--- src/rtl/wb_port_arbiter.sv ---
// wb_port_arbiter: round-robin arbiter for the shared regfile write port, with a pending-destination scoreboard.
// Optional build macro WB_BYPASS_EN adds the byp_valid/byp_dst/byp_data forwarding outputs.
module wb_port_arbiter #(
   parameter int NREQ = 3,
   parameter int DW   = 64,
   parameter int RW   = 4
) (
   input  logic             clk,
   input  logic             reset,
   input  logic [NREQ-1:0]    req_valid,
   output logic [NREQ-1:0]    req_ready,
   input  logic [NREQ*RW-1:0] req_dst,
   input  logic [NREQ*DW-1:0] req_data,
   input  logic             wb_hold,
   output logic             wb_en,
   output logic [RW-1:0]    wb_dst,
   output logic [DW-1:0]    wb_data,
   input  logic             sb_set,
   input  logic [RW-1:0]    sb_reg,
   output logic [15:0]      pending
`ifdef WB_BYPASS_EN
   ,
   output logic             byp_valid,
   output logic [RW-1:0]    byp_dst,
   output logic [DW-1:0]    byp_data
`endif
);
   localparam int PW = $clog2(NREQ);
   logic [PW-1:0] rr_ptr, gidx, idx;
   logic          xfer;
   logic [RW-1:0] gdst;
   logic [DW-1:0] gdata;
   logic [15:0]   pend_nx;
   // scan from the highest rotated offset down so the last hit is the first valid at or after rr_ptr
   always_comb begin
      gidx = '0;
      idx  = '0;
      for (int k = NREQ-1; k >= 0; k--) begin
         idx = PW'((int'(rr_ptr) + k) % NREQ);
         if (req_valid[idx]) gidx = idx;
      end
   end
   assign req_ready = (|req_valid && !wb_hold && !reset) ? NREQ'(1) << gidx : '0;
   assign xfer      = |(req_valid & req_ready);
   assign gdst      = req_dst[gidx*RW +: RW];
   assign gdata     = req_data[gidx*DW +: DW];
   // a new issue to the same register overrides the clear from the write now retiring
   always_comb begin
      pend_nx = pending;
      if (wb_en) pend_nx[wb_dst] = 1'b0;
      if (sb_set) pend_nx[sb_reg] = 1'b1;
   end
`ifdef WB_BYPASS_EN
   assign byp_valid = xfer;
   assign byp_dst   = gdst;
   assign byp_data  = gdata;
`endif
   // registered write stage, round-robin pointer and scoreboard state
   always_ff @(posedge clk or posedge reset) begin
      if (reset) begin
         wb_en   <= 1'b0;
         wb_dst  <= '0;
         wb_data <= '0;
         rr_ptr  <= '0;
         pending <= '0;
      end else begin
         wb_en   <= xfer;
         pending <= pend_nx;
         if (xfer) begin
            wb_dst  <= gdst;
            wb_data <= gdata;
            rr_ptr  <= (gidx == PW'(NREQ-1)) ? '0 : gidx + 1'b1;
         end
      end
   end
endmodule

--- config.mk ---
export PLATFORM = sky130hd
export DESIGN_NAME = wb_port_arbiter
export DESIGN_NICKNAME = d
export VERILOG_FILES = /design/src/rtl/wb_port_arbiter.sv
export SDC_FILE = /design/constraint.sdc
export NUM_CORES = 1
export LEC_CHECK = 0
export ABC_CLOCK_PERIOD_IN_PS = 7800
export CAP_MARGIN = 20
export CORE_ASPECT_RATIO = 1.4
export CORE_MARGIN = 10
export CORE_UTILIZATION = 35
export DETAILED_ROUTE_END_ITERATION = 10
export PLACE_DENSITY_LB_ADDON = 0.08
export SLEW_MARGIN = 20
export SYNTH_ARGS = -nofsm -noshare
export SYNTH_HDL_FRONTEND = slang
export SYNTH_SLANG_ARGS = --single-unit
export TNS_END_PERCENT = 20
--- constraint.sdc ---
create_clock -name clk -period 7.8 [get_ports clk]
set_input_delay 1.56 -clock clk [delete_from_list [all_inputs] [get_ports clk]]
set_output_delay 1.56 -clock clk [all_outputs]
set_load 0.05 [all_outputs]
Word level (Yosys, flattened, before mapping)
Cells that the tools add are included.

Register bits after elaboration: 87. Latch bits: 0. Bits in writable memories: 0. ROM bits: 0. Bits of input ports: 215. Output and inout port bits: 88. Word-level logic and storage cells: 51. Memories: 0.

Add/subtract/negate cells: 3. Multipliers: 0. Divide/modulo/power cells: 3. $lt $le $gt $ge: 7. Equality and inequality tests: 1. Shift-type cells: 3. Muxes and demuxes: 17. Bitwise operators: 4. Reductions and logical operators: 8.

Operators by type and width (number): 192-bit by 9-bit variable part select with 64-bit output (1); 32-bit by 3-bit modulo with 32-bit output (second input constant) (2); 3-bit by 3-bit modulo with 32-bit output (second input constant) (1); 16-bit two-way mux (2); 16-bit AND (1); 16-bit NOT (1); 16-bit OR (1); 12-bit by 5-bit variable part select with 4-bit output (1); 4-bit by 5-bit < comparator with 1-bit output (second input constant) (2); 2-bit by 3-bit < comparator with 1-bit output (second input constant) (3); 1-bit demux with 4-bit select (2); 4-bit by 1-bit greater-or-equal comparator with 1-bit output (second input constant) (2); 2-bit two-way mux (4); 1-bit binary-select mux with 2-bit select (3); 3-bit OR reduction (2); 1-bit two-way mux (5); 1-bit logical AND (4); 2-bit by 1-bit adder with 3-bit output (second input constant) (1); 2-bit by 2-bit adder with 3-bit output (second input constant) (1); 3-bit AND (1); 3-bit two-way mux (1); 1-bit by 2-bit left shift with 3-bit output (first input constant) (1); 2-bit by 1-bit adder with 2-bit output (second input constant) (1); 2-bit equality test (second input constant) (1); 1-bit zero test (2).

Depth between registers and ports, before layout
Depth after elaboration: 11. Gate-level depth with buffers: 10.

Worst setup path after synthesis
Ideal clock, no wire load.

Path type: input to output. Start: input port req_valid[0]. End: output port req_ready[0]. Arrival: 3155 ps. Path slack: 3085 ps. Stages: 5. Cell sequence: nor2_1 o221a_2 a2111oi_4 clkbuf_1 and2_1.

Cells in the longest elaborated chain, start to end: 7.

RTL lines: start: declaration (RTL line 10) `input logic [NREQ-1:0] req_valid,`; 1-bit binary-select mux with 2-bit select (RTL line 40) `if (req_valid[idx]) gidx = idx;`; 1-bit two-way mux (implied by the code) (RTL line 40); 2-bit two-way mux (3 in a row) (RTL line 40); 1-bit by 2-bit left shift with 3-bit output (RTL line 43) `assign req_ready = (|req_valid && !wb_hold && !reset) ? NREQ'(1) << gidx : '0;`; 3-bit two-way mux * (RTL line 43); end: declaration (RTL line 11) `output logic [NREQ-1:0] req_ready,`.

Mark *: on every way between the ends. The rest lies on a longest branch, timed or not. The select of a mux whose other input is x is not followed.

Worst setup path in the final report
Ends and elaborated chain as after synthesis.

==> impl_metrics.yaml <==
run_status:
  run_status: "complete, no violations"
die:
  rows: 50
  die_span_in_x_um: 119
  die_area_sq_um: 18700
  placeableCoreArea_sq_um: 13300
  starting_utilization_of_the_core_area_pct: 35.7
  chipHeight_um: 158
  pin_count: 303
placed_design:
  total_cell_area_at_the_placement_stage_sq_um: 7880
  numPortBuffers: 302
  globalplace.congestion: 0.824
  detailedPlacementHpwl_um: 16300
synth:
  synth_area_per_cell_sq_um: 9.59
  synth-seq-cells: 87
  mappedNetlistArea_sq_um: 4750
  yosys.area.top_type: "dfrtp_1"
  yosys_warnings: 0
  synthesis.nets: 714
  yosys.area.top_type_share_pct: 45.8
  synth_top_cells_by_area: "dfrtp_1 (46%), a222oi_1 (14%), a32oi_1 (13%)"
  seq_area_frac_synth_pct: 45.8
  synth_cell_type_count: 30
  gate_count_of_the_mapped_netlist: 496
routing:
  first_pass_iters: 8
  drt_first_iter_violations: 537
  drt-total-wl_um: 22500
  vias: 5580
  route.detailed.vias_per_inst: 5.88
  drc: 0
  post_drt_wl_per_cell_um: 23.7
  drtAntennaViolNets: 0
critical_path:
  data_required_time_at_the_worst_endpoint_ns: 6.24
  endpoint_kind: "output pin"
  r2r-end: "wb_data[61]"
  cp.arrival_ns: 3.93
  start_kind: "input pin"
  crit-reg2reg-launch: "rr_ptr[0]"
  path_max_fanout: 6
  timing_worst_setup_path_type: "in -> out"
  r2r_slack_ns: 4.06
  critical_path.startpoint: "req_valid[0]"
  ff2ff_path_depth: 9
clocking:
  cts.sink_count: 87
  cts_buffers: 9
  clkSlewWorstSetupHoldPaths_ns: 0.06
  post-cts-setup-buffer-count: 0
  postCtsResizedCells: 0
  htree_levels: 3
  hold_buffers: 0
  cts-root-to-sink-buffers: 2
  cts_tree: "built"
  clock-root-buffer: "clkbuf_16"
  clkLatencyLatePin_ns: 0.34
sta:
  fraction_of_the_cycle_the_final_worst_path_needs_pct: 70.3
  setup-tns-final_ns: 0
  grt_setup_unrepaired: "no"
  final.min_clock_period_ns: 5.49
  hold_violations: 0
  holdWs_ns: 0.512
  max-slew-margin-rel_pct: 44.9
  drv_slew: 0
  worst_slew_pin_slew_ns: 0.827
  fmax_mhz: 182
  final.setup_skew_ns: 0.00663
  finalSetupViolations: 0
worst_hold_path:
  min_delay_worst_endpoint: "pending[8]"
  whs_path_depth: 2
  min_path_type: "reg -> reg"
  min-delay-start: "pending[8]"
finish:
  layout.cell_area.non_filler_sq_um: 8140
  nets: 982
  layout_common_cells: "clkdlybuf4s50_1 (302), dfrtp_1 (87), inv_1 (72)"
  diodes: 0
  layout.cells.most_common: "clkdlybuf4s50_1"
  fraction_of_layout_cells_with_a_size_suffix_above_1_pct: 4.30
  finish.utilization_pct: 61.1
  area_growth_syn_to_layout_pct: 71.2
global_route:
  vias_in_the_first_global_route: 5914
  grt_pass1_wl_um: 33900
  grt_start_max_net_pins: 88
  initial_antenna_violation_count: 0
  gr-total-overflow: 0
  grtUsageTotal_pct: 22.8
power:
  power.static_leakage_nw: 3.41
  maximum_resistive_drop_on_vdd_uv: 255
  power_mw: 3.35
  power.density_nw_per_um2: 411
run:
  cap_viol_max_count: 0
-- registers in the layout, summed over array words and instances, names as in the netlist --
signal	cells
wb_data	64
wb_dst	4
wb_en	1
rr_ptr	2
pending	16
-- where the power goes --
part | leakage [nW] | internal [mW] | switching (mW) | total, mW
combinational | 2.34 | 0.724 | 1.44 | 2.16
clock | 0.132 | 0.229 | 0.166 | 0.395
sequential | 0.937 | 0.663 | 0.125 | 0.788
total | 3.41 | 1.62 | 1.73 | 3.35
-- area by class of cell --
cell class | instances | area, sq um
clock buffer | 13 | 260
clock inverter | 1 | 5.00
multi-input combinational | 281 | 2100
timing repair buffer | 310 | 3090
fill | 1173 | 5180
tap | 182 | 228
inverter | 75 | 283
sequential | 87 | 2180
-- worst max path at each step --
stage,to,slack (ns),cells past startpoint
final,req_ready[0],2.31,6
after global routing,req_ready[0],2.20,6
after CTS,req_ready[0],2.29,6
after detailed placement,req_ready[0],2.30,6
after global placement,req_ready[1],2.09,5
after floorplan,req_ready[0],3.09,5
-- layer usage --
layer | share of wire (%) | wire length [um] | global-route usage (%) | vias up
met4 | 2.6 | 590 | 8.80 | 0
met5 | 0 | 0 | 0 | -
met2 | 52 | 11700 | 40.9 | 268
met3 | 8.2 | 1850 | 6.42 | 31
met1 | 37 | 8310 | 24.9 | 2761
li1 | - | - | - | 2520
-- Yosys cell counts (all sizes together) --
library cell,count
or3,1
a21o,2
nand2,8
inv,75
nand2b,2
nor2b,1
a221o,1
nor3,3
a222oi,68
clkbuf,45
or3b,1
nand3,5
o2111a,1
o221a,1
nor2,3
nor4bb,1
a2111oi,1
a21oi,69
o21a,1
a31oi,1
dfrtp,87
buf,8
or2,2
ha,3
o21ai,33
a32oi,68
nand3b,2
and2,3
-- kinds of logic after synthesis --
kind of cell / after synthesis / share of synthesized area, %
simple gates: 32 / 3.61
fa+ha+maj: 3 / 0.790
flops: 87 / 45.8
buf+inv: 128 / 10.4
compound gates: 246 / 39.4
-- critical path: stages --
cell and delay [ns]:
clkdlybuf4s50_1 0.58, nor2_1 0.08, a221o_1 0.35, a2111oi_4 0.33
and2_1 0.19, clkdlybuf4s50_1 0.84
-- stage by stage --
step / instances / setup slack (ns)
global route: 949 / 2.20
CTS: 949 / 2.29
floorplan: 496 / 3.09
finish: 949 / 2.31
detailed placement: 935 / 2.30
global placement: 935 / 2.09
Power figures use the tool's default switching activity.
